## config.mk

```make
export PLATFORM = sky130hd
export DESIGN_NAME = load_store_unit
export DESIGN_NICKNAME = d
export VERILOG_FILES = /design/src/rtl/load_store_unit.sv
export SDC_FILE = /design/constraint.sdc
export NUM_CORES = 1
export LEC_CHECK = 0
export BUFFER_PORTS_ARGS = -buffer_cell sky130_fd_sc_hd__buf_2
export CAP_MARGIN = 10
export CORE_MARGIN = 10
export CORE_UTILIZATION = 51
export CTS_CLUSTER_DIAMETER = 120
export DETAILED_ROUTE_END_ITERATION = 6
export PLACE_DENSITY = 0.83
export RECOVER_POWER = 100
export SLEW_MARGIN = 10
export SYNTH_ARGS = -nofsm -noshare
export SYNTH_HDL_FRONTEND = slang
export SYNTH_SLANG_ARGS = --single-unit
```

## constraint.sdc

```tcl
create_clock -name clk -period 4.11 [get_ports clk]
set_input_delay 0.2055 -clock clk [delete_from_list [all_inputs] [get_ports clk]]
set_output_delay 0.2055 -clock clk [all_outputs]
set_load 0.1 [all_outputs]
```

## src/rtl/load_store_unit.sv

```systemverilog
// Single-access load/store unit: decodes size/alignment, drives a ready-handshaked
// word memory and returns extended load data with a one-cycle done pulse.
module load_store_unit #(
    parameter int ADDR_W         = 32,
    parameter int TIMEOUT_CYCLES = 255
) (
    input  logic              clk,
    input  logic              rst,
    input  logic              start,
    input  logic              rw,
    input  logic [1:0]        whb,
    input  logic              su,
    input  logic [ADDR_W-1:0] addr,
    input  logic [31:0]       wdata,
    output logic              stall,
    output logic              done,
    output logic              err,
    output logic [31:0]       rdata,
    output logic              mem_req,
    output logic              mem_we,
    output logic [ADDR_W-1:0] mem_addr,
    output logic [3:0]        mem_be,
    output logic [31:0]       mem_wdata,
    input  logic              mem_ready,
    input  logic [31:0]       mem_rdata
);

    localparam int CNT_W = $clog2(TIMEOUT_CYCLES + 1);

    typedef enum logic [1:0] {IDLE, REQ, DONE} state_t;

    state_t           state, state_nx;
    logic [CNT_W-1:0] cnt;
    logic             ld_q, su_q, err_q;
    logic [1:0]       whb_q, off_q;
    logic             illegal, timeout_hit;
    logic [3:0]       be_dec;
    logic [31:0]      wrep;

    // Pick the addressed lane and sign- or zero-extend it; word loads ignore su.
    function automatic logic [31:0] load_ext(input logic [31:0] w, input logic [1:0] sz,
                                             input logic sx, input logic [1:0] off);
        logic [7:0]  b;
        logic [15:0] h;
        b = w[{off, 3'b000} +: 8];
        h = off[1] ? w[31:16] : w[15:0];
        case (sz)
            2'b00:   load_ext = sx ? {{24{b[7]}}, b} : {24'h0, b};
            2'b01:   load_ext = sx ? {{16{h[15]}}, h} : {16'h0, h};
            default: load_ext = w;
        endcase
    endfunction

    always_comb begin
        illegal = (whb == 2'b11) || (whb == 2'b01 && addr[0]) || (whb == 2'b10 && addr[1:0] != 2'b00);
        case (whb)
            2'b00: begin
                be_dec = 4'b0001 << addr[1:0];
                wrep   = {4{wdata[7:0]}};
            end
            2'b01: begin
                be_dec = 4'b0011 << {addr[1], 1'b0};
                wrep   = {2{wdata[15:0]}};
            end
            default: begin
                be_dec = 4'b1111;
                wrep   = wdata;
            end
        endcase
    end

    assign timeout_hit = !mem_ready && (cnt == CNT_W'(TIMEOUT_CYCLES - 1));

    always_comb begin
        state_nx = state;
        case (state)
            IDLE:    if (start) state_nx = illegal ? DONE : REQ;
            REQ:     if (mem_ready || timeout_hit) state_nx = DONE;
            DONE:    state_nx = IDLE;
            default: state_nx = IDLE;
        endcase
    end

    always_ff @(posedge clk) begin
        if (rst) begin
            state     <= IDLE;
            cnt       <= '0;
            ld_q      <= 1'b0;
            su_q      <= 1'b0;
            err_q     <= 1'b0;
            whb_q     <= 2'b00;
            off_q     <= 2'b00;
            rdata     <= 32'h0;
            mem_addr  <= '0;
            mem_be    <= 4'h0;
            mem_wdata <= 32'h0;
        end else begin
            state <= state_nx;
            case (state)
                IDLE: begin
                    cnt <= '0;
                    if (start) begin
                        ld_q  <= rw;
                        su_q  <= su;
                        whb_q <= whb;
                        off_q <= addr[1:0];
                        err_q <= illegal;
                        if (illegal) begin
                            rdata <= 32'h0;
                        end else begin
                            // Memory outputs are frozen here and held for the whole REQ phase.
                            mem_addr  <= {addr[ADDR_W-1:2], 2'b00};
                            mem_be    <= be_dec;
                            mem_wdata <= rw ? 32'h0 : wrep;
                        end
                    end
                end
                REQ: begin
                    if (mem_ready) begin
                        rdata <= ld_q ? load_ext(mem_rdata, whb_q, su_q, off_q) : 32'h0;
                    end else begin
                        cnt <= cnt + 1'b1;
                        if (timeout_hit) begin
                            err_q <= 1'b1;
                            rdata <= 32'h0;
                        end
                    end
                end
                default: ;
            endcase
        end
    end

    assign stall   = (state != IDLE);
    assign done    = (state == DONE);
    assign err     = done & err_q;
    assign mem_req = (state == REQ);
    assign mem_we  = mem_req & ~ld_q;

endmodule

```

==> summary.txt, run 1 <==
Layout Skew -> 0.0149 ns
Clock Pin Slew Worst Setup and Hold Paths -> 0.06 ns
Filler instances -> 858
Detail Placement HPWL -> 12200 um
Worst Min Path Start -> mem_rdata[10]
Initial DRC Count -> 483
Most common cell after layout, fill and taps aside -> dfxtp_1
Failing checks -> max-capacitance violations, max-slew violations
Min Tclk post-route -> 3.07 ns
Worst Setup End Kind -> flip-flop
Commonest non-fill, non-tap cells in the layout -> dfxtp_1 (115), clkbuf_1 (105), buf_2 (103)
CTS Buf Count -> 17
Ys async rst share -> 0
CORE AREA -> 10200 um2
Final Hold Viols -> 0
Root Buffer -> clkbuf_8
# setup viols final -> 0
Post-Syn Area per Cell -> 8.67 um2
Required time of the critical path -> 4.53 ns
Post-route ant nets -> 0
Via count -> 5535
Sequential area share after synthesis -> 0.435
Leakage power -> 2.66 nW
Setup TNS -> 0 ns
I/O Buffers -> 206
Htree depth -> 4
Crit-path slowest cell -> o21bai_2
Mapped Cells -> 611
Critical path class -> flip-flop to flip-flop
Via density -> 5.61
Site row count -> 37
Vias in the first global route -> 5649
Max frequency -> 326 MHz
Layout area overhead -> 34.5%
Die W -> 122 um
Global route overflow -> 0
Yosys reg bits -> 115
Post_cts resized -> 0
TritonCTS Sinks -> 115
GRT Util Overall -> 0.229
Buf/Inv on CP -> 1
Initial antenna violation count -> 2
CTS tree -> done
Critical path origin -> state[0]
CP startpoint kind -> flip-flop
Number of max-cap violations -> 3
Synth warn -> 0
Worst rel slew slack -> -0.171
Power Density -> 447 nW/um2
Worst EP arrival -> 3.49 ns
Worst skew pair latency -> 0.51 ns
Crit path max-delay family -> simple AND/OR/NAND/NOR gates
Worst-path cell chain -> or3b_1 > o21bai_2 > clkbuf_2 > or3_1 > a21oi_1
RSZ-0062 raised after global routing -> false
Crit-path max FO -> 51
Post-synth EDFFs -> 0
IR Drop Worst-Case VDD -> 298 uV
Final Max Slew Viols -> 116
WL final -> 17800 um
Hold Crit Class -> input port to flip-flop
Top FF cell, synth -> dfxtp_1
Drt drc -> 0
Max incr delay on CP -> 0.72 ns
Post-route worst setup slack -> 1.04 ns
Pre-CTS WS -> 1.66 ns
Post-synthesis cell area -> 5300 um2
Final-stage net count -> 941
First-pass GRT wire length -> 27900 um
Final period util -> 0.746
Clock buffer depth -> 2
Status -> finished with violations
Starting Density -> 0.518
Share of cells above drive strength 1 -> 0.189
RePlAce Congestion -> 0.889
Netlist cell types -> 52
Die height -> 122 um
Worst flop-to-flop path startpoint -> state[0]
Tightest Pin Transition -> 1.76 ns
Largest net degree at the start of global routing -> 61
I/O pin count -> 209
1st-pass router iterations -> 5
Routed WL per cell -> 18.0 um
Die footprint -> 14900 um2
cells by family after synthesis:
| group | after synthesis | share of synthesized area |
|---|---|---|
| buf+inv | 60 | 0.0586 |
| compound gates | 170 | 0.214 |
| xor+xnor | 3 | 0.00496 |
| other cells | 1 | 0.000708 |
| simple gates | 230 | 0.213 |
| flops | 115 | 0.435 |
| fa+ha+maj | 2 | 0.00473 |
| mux | 30 | 0.0692 |
synthesized netlist by cell type, types with 5 or more instances:
| library cell | n | area (um2) |
|---|---|---|
| buf_2 | 5 | 25.0 |
| nand3_1 | 12 | 60.1 |
| nor2_1 | 43 | 161 |
| nand2_1 | 89 | 334 |
| inv_1 | 9 | 33.8 |
| buf_6 | 8 | 90.1 |
| o2111ai_1 | 5 | 43.8 |
| buf_4 | 5 | 37.5 |
| nor2b_1 | 8 | 50.1 |
| nor3_1 | 11 | 55.1 |
| o31ai_1 | 19 | 143 |
| o2bb2ai_1 | 23 | 201 |
| a211oi_1 | 6 | 45.0 |
| mux2i_1 | 13 | 130 |
| nand3b_1 | 26 | 195 |
| o21ai_0 | 21 | 105 |
| or3_1 | 11 | 68.8 |
| nand2b_1 | 17 | 106 |
| a21oi_1 | 74 | 370 |
| dfxtp_1 | 115 | 2300 |
| clkbuf_1 | 31 | 116 |
| mux2_2 | 13 | 146 |
report_power, final:
group / switching, mW / internal, mW / total, mW
sequential: 0.0368 / 1.15 / 1.19
clock: 0.516 / 0.859 / 1.38
combinational: 0.456 / 0.160 / 0.616
total: 1.01 / 2.17 / 3.18
tightest hold or removal path, delay by kind of cell:
| family | cells | cell delay, ns |
|---|---|---|
| compound gates | 2 | 0.18 |
| buf+inv | 1 | 0.09 |
area by class of cell:
type | instances | area, um2 | area share
repair buffers | 254 | 1370 | 0.193
clock buffers | 19 | 422 | 0.0592
flip-flops and latches | 115 | 2300 | 0.323
inverters | 10 | 37.5 | 0.00527
multi-input cells | 437 | 2670 | 0.375
well taps | 136 | 170 | 0.0239
clock inverters | 13 | 138 | 0.0193
diodes | 3 | 7.51 | 0.00105
state kept, by name, indices dropped and copies added, names as in the netlist, 2 cells and up:
register   cells
cnt            8
mem_be         4
mem_addr      30
state          2
rdata         32
whb_q          2
mem_wdata     32
off_q          2
what timing repair did:
action / 4_1_cts / 5_1_grt
hold buffers: 45 / 0
hold endpoints to repair: 45 / 0
setup buffers: 0 / 0
metal layers:
layer | global-route usage | vias to the layer above | share of wire
li1 | - | 2620 | -
met4 | 0.122 | 0 | 0.038
met5 | 0 | - | 0
met3 | 0.0786 | 57 | 0.090
met2 | 0.393 | 273 | 0.50
met1 | 0.244 | 2585 | 0.37
final timing paths:
check | endpoint | slack, ns | cells past startpoint
max reg2reg | mem_wdata[17] | 1.04 | 5
min reg2reg | mem_addr[21] | 0.45 | 2
min | rdata[10] | 0.007 | 3
max | mem_wdata[17] | 1.04 | 5
through the flow:
stage               hold WS [ns]   util  power, mW  std cells  cell area (um2)
floorplan                  0.342      -       1.67        612             5300
global placement           0.438  0.611       1.79        907             6250
detailed placement         0.442  0.611       1.80        907             6250
CTS                      0.00158  0.710       3.20        984             7260
global route             0.00180  0.696       3.29        986             7120
finish                   0.00689  0.696       3.18        987             7120
No activity file was read; power rests on OpenSTA's default activity.
==> run 2: changes to the inputs <==
--- a/config.mk
+++ b/config.mk
@@ -5,13 +5,14 @@
 export SDC_FILE = /design/constraint.sdc
 export NUM_CORES = 1
 export LEC_CHECK = 0
+export ABC_AREA = 1
 export BUFFER_PORTS_ARGS = -buffer_cell sky130_fd_sc_hd__buf_2
 export CAP_MARGIN = 10
 export CORE_MARGIN = 10
-export CORE_UTILIZATION = 51
+export CORE_UTILIZATION = 49
 export CTS_CLUSTER_DIAMETER = 120
 export DETAILED_ROUTE_END_ITERATION = 6
-export PLACE_DENSITY = 0.83
+export PLACE_DENSITY = 0.81
 export RECOVER_POWER = 100
 export SLEW_MARGIN = 10
 export SYNTH_ARGS = -nofsm -noshare
==> constraint.sdc (replaced) <==
create_clock -name clk -period 3.1 [get_ports clk]
set_input_delay 0.155 -clock clk [delete_from_list [all_inputs] [get_ports clk]]
set_output_delay 0.155 -clock clk [all_outputs]
set_load 0.1 [all_outputs]
==> summary.txt, run 2 <==
Crit-path max FO -> 4 (was 51)
Sequential area share after synthesis -> 0.441 (was 0.435)
Commonest non-fill, non-tap cells in the layout -> nand2_1 (212), dfxtp_1 (115), a21oi_1 (113) (was dfxtp_1 (115), clkbuf_1 (105), buf_2 (103))
Layout area overhead -> 38.1% (was 34.5%)
Yosys reg bits -> 115 (unchanged)
RSZ-0062 raised after global routing -> false (unchanged)
Placed cell count -> 1044 (was 907)
Post_cts resized -> 0 (unchanged)
Reg2Reg Capture Point -> mem_addr[30] (was mem_wdata[17])
WL final -> 18900 um (was 17800 um)
Mux contribution to synthesized area -> 0 (was 0.0692)
Detail Placement HPWL -> 12300 um (was 12200 um)
Post-route ant nets -> 0 (unchanged)
Final period util -> 0.821
Drt drc -> 0 (unchanged)
Min Tclk post-route -> 2.55 ns
I/O Buffers -> 206 (unchanged)
Clk pwr share -> 0.428 (was 0.432)
Layout Skew -> 0.0137 ns (was 0.0149 ns)
Largest area contributor in the netlist -> dfxtp_1 (unchanged)
Compound-Gate Fraction of Synth Area -> 0.214 (about the same)
Routed WL per cell -> 16.7 um (was 18.0 um)
Setup TNS -> 0 ns (unchanged)
I/O pin count -> 209 (unchanged)
Root Buffer -> clkbuf_8 (unchanged)
Setup Fix Bufs, Post-CTS -> 0 (unchanged)
Power Density -> 628 nW/um2 (was 447 nW/um2)
Post-synthesis adder-cell area fraction -> 0.00480 (was 0.00473)
Clock buffer depth -> 2 (unchanged)
Final Hold Viols -> 0 (unchanged)
Worst Min Path Start -> wdata[27] (was mem_rdata[10])
Htree depth -> 4 (unchanged)
Flop2flop setup slack -> 0.59 ns (was 1.04 ns)
Most common cell after layout, fill and taps aside -> nand2_1 (was dfxtp_1)
CTS Buf Count -> 17 (unchanged)
Post-synthesis cell area -> 5220 um2 (was 5300 um2)
Largest net degree at the start of global routing -> 81 (was 61)
Top FF cell, synth -> dfxtp_1 (unchanged)
Vias in the first global route -> 5890 (was 5649)
Site row count -> 37 (unchanged)
1st-pass router iterations -> 5 (unchanged)
IR Drop Worst-Case VDD -> 461 uV (was 298 uV)
Critical path class -> flip-flop to output port (was flip-flop to flip-flop)
TritonCTS Sinks -> 115 (unchanged)
Die W -> 123 um (was 122 um)
Via count -> 5996 (was 5535)
NetSw -> 1.56 mW (was 1.01 mW)
Die footprint -> 15200 um2 (was 14900 um2)
First-pass GRT wire length -> 29200 um (was 27900 um)
Final-stage net count -> 1088 (was 941)
Cell count of the worst reg-to-reg path -> 8 (was 5)
Post-synthesis simple-gate area fraction -> 0.262 (was 0.213)
Initial DRC Count -> 512 (was 483)
Most common cell in the synthesized netlist -> nand2_1 (was dfxtp_1)
Worst Setup End Kind -> output port (was flip-flop)
Initial antenna violation count -> 0 (was 2)
Tightest Pin Transition -> 1.27 ns (was 1.76 ns)
Sequential share of power -> 0.350 (was 0.374)
Final Max Slew Viols -> 0 (was 116)
Status -> finished clean (was finished with violations)
Post-route insts no fill -> 1132 (was 987)
Worst rel slew slack -> 0.156 (was -0.171)
Number of max-cap violations -> 0 (was 3)
Leakage power -> 3.05 nW (was 2.66 nW)
Die height -> 123 um (was 122 um)
Global route overflow -> 0 (unchanged)
Mapped Cells -> 741 (was 611)
Worst EP arrival -> 2.39 ns (was 3.49 ns)
# setup viols final -> 0 (unchanged)
Synth warn -> 0 (unchanged)
Synth Area in XOR/XNOR -> 0.00336 (was 0.00496)
Top flop regs -> mem_wdata: 32 flops, rdata: 32 flops, mem_addr: 30 flops (unchanged)
GRT Util Overall -> 0.240 (was 0.229)
Main combinational cell family by area after synthesis -> simple AND/OR/NAND/NOR gates (was compound AO/OA/AOI/OAI gates)
Commonest cells in the netlist -> nand2_1 (212), dfxtp_1 (115), a21oi_1 (111) (was dfxtp_1 (115), nand2_1 (89), a21oi_1 (74))
Fraction of power consumed by combinational cells -> 0.222 (was 0.194)
CTS tree -> done (unchanged)
Worst flop-to-flop path startpoint -> state[1] (was state[0])
Ys async rst share -> 0 (unchanged)
RePlAce Congestion -> 0.891 (was 0.889)
Post-Syn Area per Cell -> 7.04 um2 (was 8.67 um2)
Max frequency -> 393 MHz
Clock Pin Slew Worst Setup and Hold Paths -> 0.06 ns (about the same)
Hold Crit Class -> input port to flip-flop (unchanged)
Internal power -> 2.96 mW (was 2.17 mW)
Hold Path Stages -> 5 (was 3)
CP startpoint kind -> flip-flop (unchanged)
Post-synth EDFFs -> 0 (unchanged)
Sw Share -> 0.345 (was 0.317)
Required time of the critical path -> 2.94 ns (was 4.53 ns)
Hold endpoint -> mem_wdata[27] (was rdata[10])
CORE AREA -> 10400 um2 (was 10200 um2)
Via density -> 5.30 (was 5.61)
Starting Density -> 0.503 (was 0.518)
Netlist cell types -> 33 (was 52)
Yosys top cell area share -> 0.441 (was 0.435)
Share of cells above drive strength 1 -> 0.157 (was 0.189)
Worst skew pair latency -> 0.53 ns (was 0.51 ns)
Synth area leaders -> dfxtp_1 (44%), nand2_1 (15%), a21oi_1 (11%) (was dfxtp_1 (43%), a21oi_1 (7.0%), nand2_1 (6.3%))
[run 2: cell types whose count changed after synthesis, moves of 23 or more]
cell,change
a21oi_1,+37
inv_1,+23
nand2_1,+123
nand3b_1,-26
nor2_1,+30
o21ai_0,+42
o2bb2ai_1,-23
[run 2: layout make-up]
type / count / area, um2
clock inverters: 13 / 148
inverters: 39 / 149
repair buffers: 267 / 1490
well taps: 136 / 170
clock buffers: 19 / 442
flip-flops and latches: 115 / 2300
fillers: 902 / 3170
diodes: 1 / 2.50
multi-input cells: 542 / 2500
[run 2: per-layer routing]
layer  track usage  vias up  wire length, um
li1              -     2908                -
met1         0.264     2705             7130
met2         0.394      333             8930
met3         0.106       50             2320
met4         0.105        0              557
met5             0        -                0
[run 2: worst max-delay path, stage by stage (launching register included)]
cell      delay [ns]
dfxtp_1         0.36
inv_1           0.09
nor2_1          0.26
clkinv_1        0.16
nor2_1          0.11
clkbuf_1        0.89
[run 2: how the worst max path moves through the flow]
| stage | start | endpoint | slack [ns] |
|---|---|---|---|
| 3_5_place_dp | whb[1] | rdata[28] | 1.03 |
| 5_1_grt | state[0] | mem_addr[17] | 0.40 |
| 2_1_floorplan | state[1] | err | 0.45 |
| 3_3_place_gp | whb[1] | rdata[30] | 1.13 |
| 4_1_cts | state[0] | rdata[0] | 1.04 |
| 6_report | state[0] | mem_we | 0.55 |
[run 2: power groups by stage]
| stage | Combinational (mW) | Sequential (mW) | Clock [mW] |
|---|---|---|---|
| after floorplan | 0.370 | 1.99 | 0 |
| after detailed placement | 0.948 | 1.61 | 0 |
| after global routing | 1.07 | 1.59 | 2.01 |
| final | 1.00 | 1.58 | 1.94 |
| after CTS | 1.01 | 1.58 | 1.95 |
| after global placement | 0.944 | 1.61 | 0 |
[run 2: stage by stage]
| step | utilization | worst slack, ns | cell area [um2] | power (mW) | hold WS (ns) |
|---|---|---|---|---|---|
| after global routing | 0.694 | 0.403 | 7200 | 4.67 | 0.0389 |
| after global placement | 0.600 | 1.13 | 6220 | 2.55 | 0.387 |
| after floorplan | - | 0.446 | 5220 | 2.36 | 0.290 |
| after CTS | 0.710 | 1.04 | 7360 | 4.54 | 0.00704 |
| after detailed placement | 0.600 | 1.03 | 6220 | 2.56 | 0.394 |
| final | 0.694 | 0.554 | 7200 | 4.52 | 0.0168 |
[run 2: cells by family after synthesis]
family	Yosys count
XOR/XNOR	2
AO/OA/AOI/OAI	203
other	1
adder cells (fa/ha/maj)	2
AND/OR/NAND/NOR	333
flip-flops	115
buffers and inverters	85
[run 2: what timing repair did]
item / CTS / global route
hold buffers: 55 / 0
setup endpoints to repair: 0 / 0
endpoints found under the hold margin: 59 / 0
==> run 3: changes to the inputs <==
--- a/config.mk
+++ b/config.mk
@@ -9,10 +9,10 @@
 export BUFFER_PORTS_ARGS = -buffer_cell sky130_fd_sc_hd__buf_2
 export CAP_MARGIN = 10
 export CORE_MARGIN = 10
-export CORE_UTILIZATION = 49
+export CORE_UTILIZATION = 44
 export CTS_CLUSTER_DIAMETER = 120
 export DETAILED_ROUTE_END_ITERATION = 6
-export PLACE_DENSITY = 0.81
+export PLACE_DENSITY = 0.77
 export RECOVER_POWER = 100
 export SLEW_MARGIN = 10
 export SYNTH_ARGS = -nofsm -noshare
==> constraint.sdc (replaced) <==
create_clock -name clk -period 2.15 [get_ports clk]
set_input_delay 0.1075 -clock clk [delete_from_list [all_inputs] [get_ports clk]]
set_output_delay 0.1075 -clock clk [all_outputs]
set_load 0.1 [all_outputs]
==> summary.txt, run 3 (synthesis gave the netlist of run 2 again) <==
Clock buffer depth -> 2 (unchanged)
Via density -> 5.15 (was 5.30)
Flop2flop setup slack -> 0.33 ns (was 0.59 ns)
Share of cells above drive strength 1 -> 0.174 (was 0.157)
Drt drc -> 0 (unchanged)
Required time of the critical path -> 2.49 ns (was 2.94 ns)
CORE AREA -> 11500 um2 (was 10400 um2)
Final period util -> 0.848
WL final -> 18100 um (was 18900 um)
Clk pwr share -> 0.462 (was 0.428)
Die footprint -> 16600 um2 (was 15200 um2)
Post-route insts no fill -> 1133 (was 1132)
Reg2Reg Capture Point -> mem_addr[23] (was mem_addr[30])
Critical path class -> flip-flop to flip-flop (was flip-flop to output port)
Placed cell count -> 1057 (was 1044)
Initial antenna violation count -> 0 (unchanged)
Status -> finished clean (unchanged)
Die height -> 129 um (was 123 um)
Fraction of power consumed by combinational cells -> 0.207 (was 0.222)
Initial DRC Count -> 530 (was 512)
GRT Util Overall -> 0.210 (was 0.240)
Leakage power -> 3.11 nW (was 3.05 nW)
Power Density -> 950 nW/um2 (was 628 nW/um2)
Starting Density -> 0.453 (was 0.503)
Sequential share of power -> 0.331 (was 0.350)
NetSw -> 2.16 mW (was 1.56 mW)
Top flop regs -> mem_wdata: 32 flops, rdata: 32 flops, mem_addr: 30 flops (unchanged)
Tightest Pin Transition -> 1.25 ns (was 1.27 ns)
RSZ-0062 raised after global routing -> false (unchanged)
Site row count -> 39 (was 37)
RePlAce Congestion -> 0.838 (was 0.891)
Final-stage net count -> 1083 (was 1088)
CP startpoint kind -> flip-flop (unchanged)
Min Tclk post-route -> 1.82 ns
Crit-path max FO -> 52 (was 4)
Max frequency -> 548 MHz
Die W -> 129 um (was 123 um)
IR Drop Worst-Case VDD -> 743 uV (was 461 uV)
Via count -> 5835 (was 5996)
Post_cts resized -> 0 (unchanged)
Worst Setup End Kind -> flip-flop (was output port)
1st-pass router iterations -> 5 (unchanged)
Hold Crit Class -> input port to flip-flop (unchanged)
Most common cell after layout, fill and taps aside -> nand2_1 (unchanged)
Crit-path slowest cell -> clkbuf_4 (was clkbuf_1)
Worst EP arrival -> 2.16 ns (was 2.39 ns)
Worst skew pair latency -> 0.41 ns (was 0.53 ns)
TritonCTS Sinks -> 115 (unchanged)
Htree depth -> 4 (unchanged)
Final Hold Viols -> 0 (unchanged)
Worst rel slew slack -> 0.171 (was 0.156)
Clock Pin Slew Worst Setup and Hold Paths -> 0.05 ns (was 0.06 ns)
# setup viols final -> 0 (unchanged)
Vias in the first global route -> 5586 (was 5890)
I/O pin count -> 209 (unchanged)
Cell count of the worst reg-to-reg path -> 7 (was 8)
Setup TNS -> 0 ns (unchanged)
Worst-path cell chain -> inv_1 > nand2_1 > inv_1 > nand3_1 > clkbuf_4 > nand2_1 > a21oi_1 (was inv_1 > nor2_1 > clkinv_1 > nor2_1 > clkbuf_1)
Largest net degree at the start of global routing -> 80 (was 81)
CTS Buf Count -> 17 (unchanged)
Post-route ant nets -> 0 (unchanged)
Root Buffer -> clkbuf_16 (was clkbuf_8)
CTS tree -> done (unchanged)
Detail Placement HPWL -> 12200 um (was 12300 um)
First-pass GRT wire length -> 28200 um (was 29200 um)
Number of max-cap violations -> 0 (unchanged)
Critical path origin -> state[1] (was state[0])
Layout area overhead -> 39.4% (was 38.1%)
Global route overflow -> 0 (unchanged)
I/O Buffers -> 206 (unchanged)
Routed WL per cell -> 15.9 um (was 16.7 um)
Max incr delay on CP -> 0.53 ns (was 0.89 ns)
Ant diodes -> 0 (was 1)
Sw Share -> 0.312 (was 0.345)
Final Max Slew Viols -> 0 (unchanged)
Internal power -> 4.75 mW (was 2.96 mW)
Commonest non-fill, non-tap cells in the layout -> nand2_1 (212), dfxtp_1 (115), a21oi_1 (113) (unchanged)
Worst flop-to-flop path startpoint -> state[1] (unchanged)
Layout Skew -> 0.00609 ns (was 0.0137 ns)
CP endpoint -> mem_addr[23] (was mem_we)
Filler instances -> 1023 (was 902)
## run 3: changes by cell type in the layout (fill, tap and decap cells not counted), moves of 2 or more
| cell | before | now |
|---|---|---|
| dlygate4sd3_1 | 55 | 44 |
| buf_4 | 3 | 9 |
| clkbuf_1 | 105 | 100 |
| inv_6 | 4 | 0 |
| bufinv_16 | 2 | 5 |
| clkbuf_2 | 2 | 5 |
| clkinvlp_4 | 4 | 1 |
| nor2_1 | 75 | 72 |
| clkbuf_8 | 3 | 5 |
| clkinv_2 | 3 | 5 |
| clkinv_4 | 2 | 0 |
| nor2_4 | 1 | 3 |
## run 3: power groups by stage
stage          Clock (mW)  Sequential [mW]  Combinational, mW
5_1_grt              3.30             2.30               1.53
4_1_cts              3.22             2.28               1.45
3_5_place_dp            0             2.33               1.39
2_1_floorplan           0             2.87              0.535
6_report             3.19             2.29               1.43
3_3_place_gp            0             2.32               1.38
## run 3: per-layer routing
| layer | up-vias | wire (um) | global-route usage |
|---|---|---|---|
| li1 | 2909 | - | - |
| met1 | 2645 | 7270 | 0.239 |
| met2 | 256 | 8520 | 0.343 |
| met3 | 25 | 1980 | 0.0977 |
| met4 | 0 | 301 | 0.0696 |
| met5 | - | 0 | 0 |
## run 3: how the worst min path moves through the flow
stage,startpoint,endpoint,slack (ns),cells after the start
3_3_place_gp,su,su_q,0.34,3
6_report,wdata[6],mem_wdata[6],0.02,3
2_1_floorplan,su,su_q,0.24,2
3_5_place_dp,su,su_q,0.34,3
4_1_cts,wdata[3],mem_wdata[3],0.0003,3
5_1_grt,wdata[3],mem_wdata[3],0.02,3
## run 3: final cells by class
| type | instances | area, um2 | share of cell area |
|---|---|---|---|
| clock buffers | 23 | 498 | 0.0685 |
| clock inverters | 9 | 173 | 0.0237 |
| inverters | 39 | 149 | 0.0205 |
| multi-input cells | 542 | 2520 | 0.347 |
| flip-flops and latches | 115 | 2300 | 0.317 |
| well taps | 143 | 179 | 0.0246 |
| repair buffers | 262 | 1450 | 0.199 |
## run 3: timing repair
item                      4_1_cts  5_1_grt
buffers inserted                0        0
hold buffers                   44        0
hold endpoints to repair       45        0
## run 3: worst max-delay path, delay by kind of cell (launching register included)
kind / cells / cell delay [ns]
simple gates: 3 / 0.40
flops: 1 / 0.41
compound gates: 1 / 0.20
buf+inv: 3 / 0.72
## run 3: stage by stage
step	power, mW	area, um2	hold WS (ns)	utilization	setup slack [ns]
after floorplan	3.41	5230	0.242	-	0.139
after global placement	3.71	6310	0.342	0.548	0.424
after detailed placement	3.71	6310	0.342	0.548	0.352
after CTS	6.96	7420	0.000329	0.645	0.348
after global routing	7.13	7270	0.0208	0.631	0.117
final	6.91	7270	0.0180	0.631	0.326
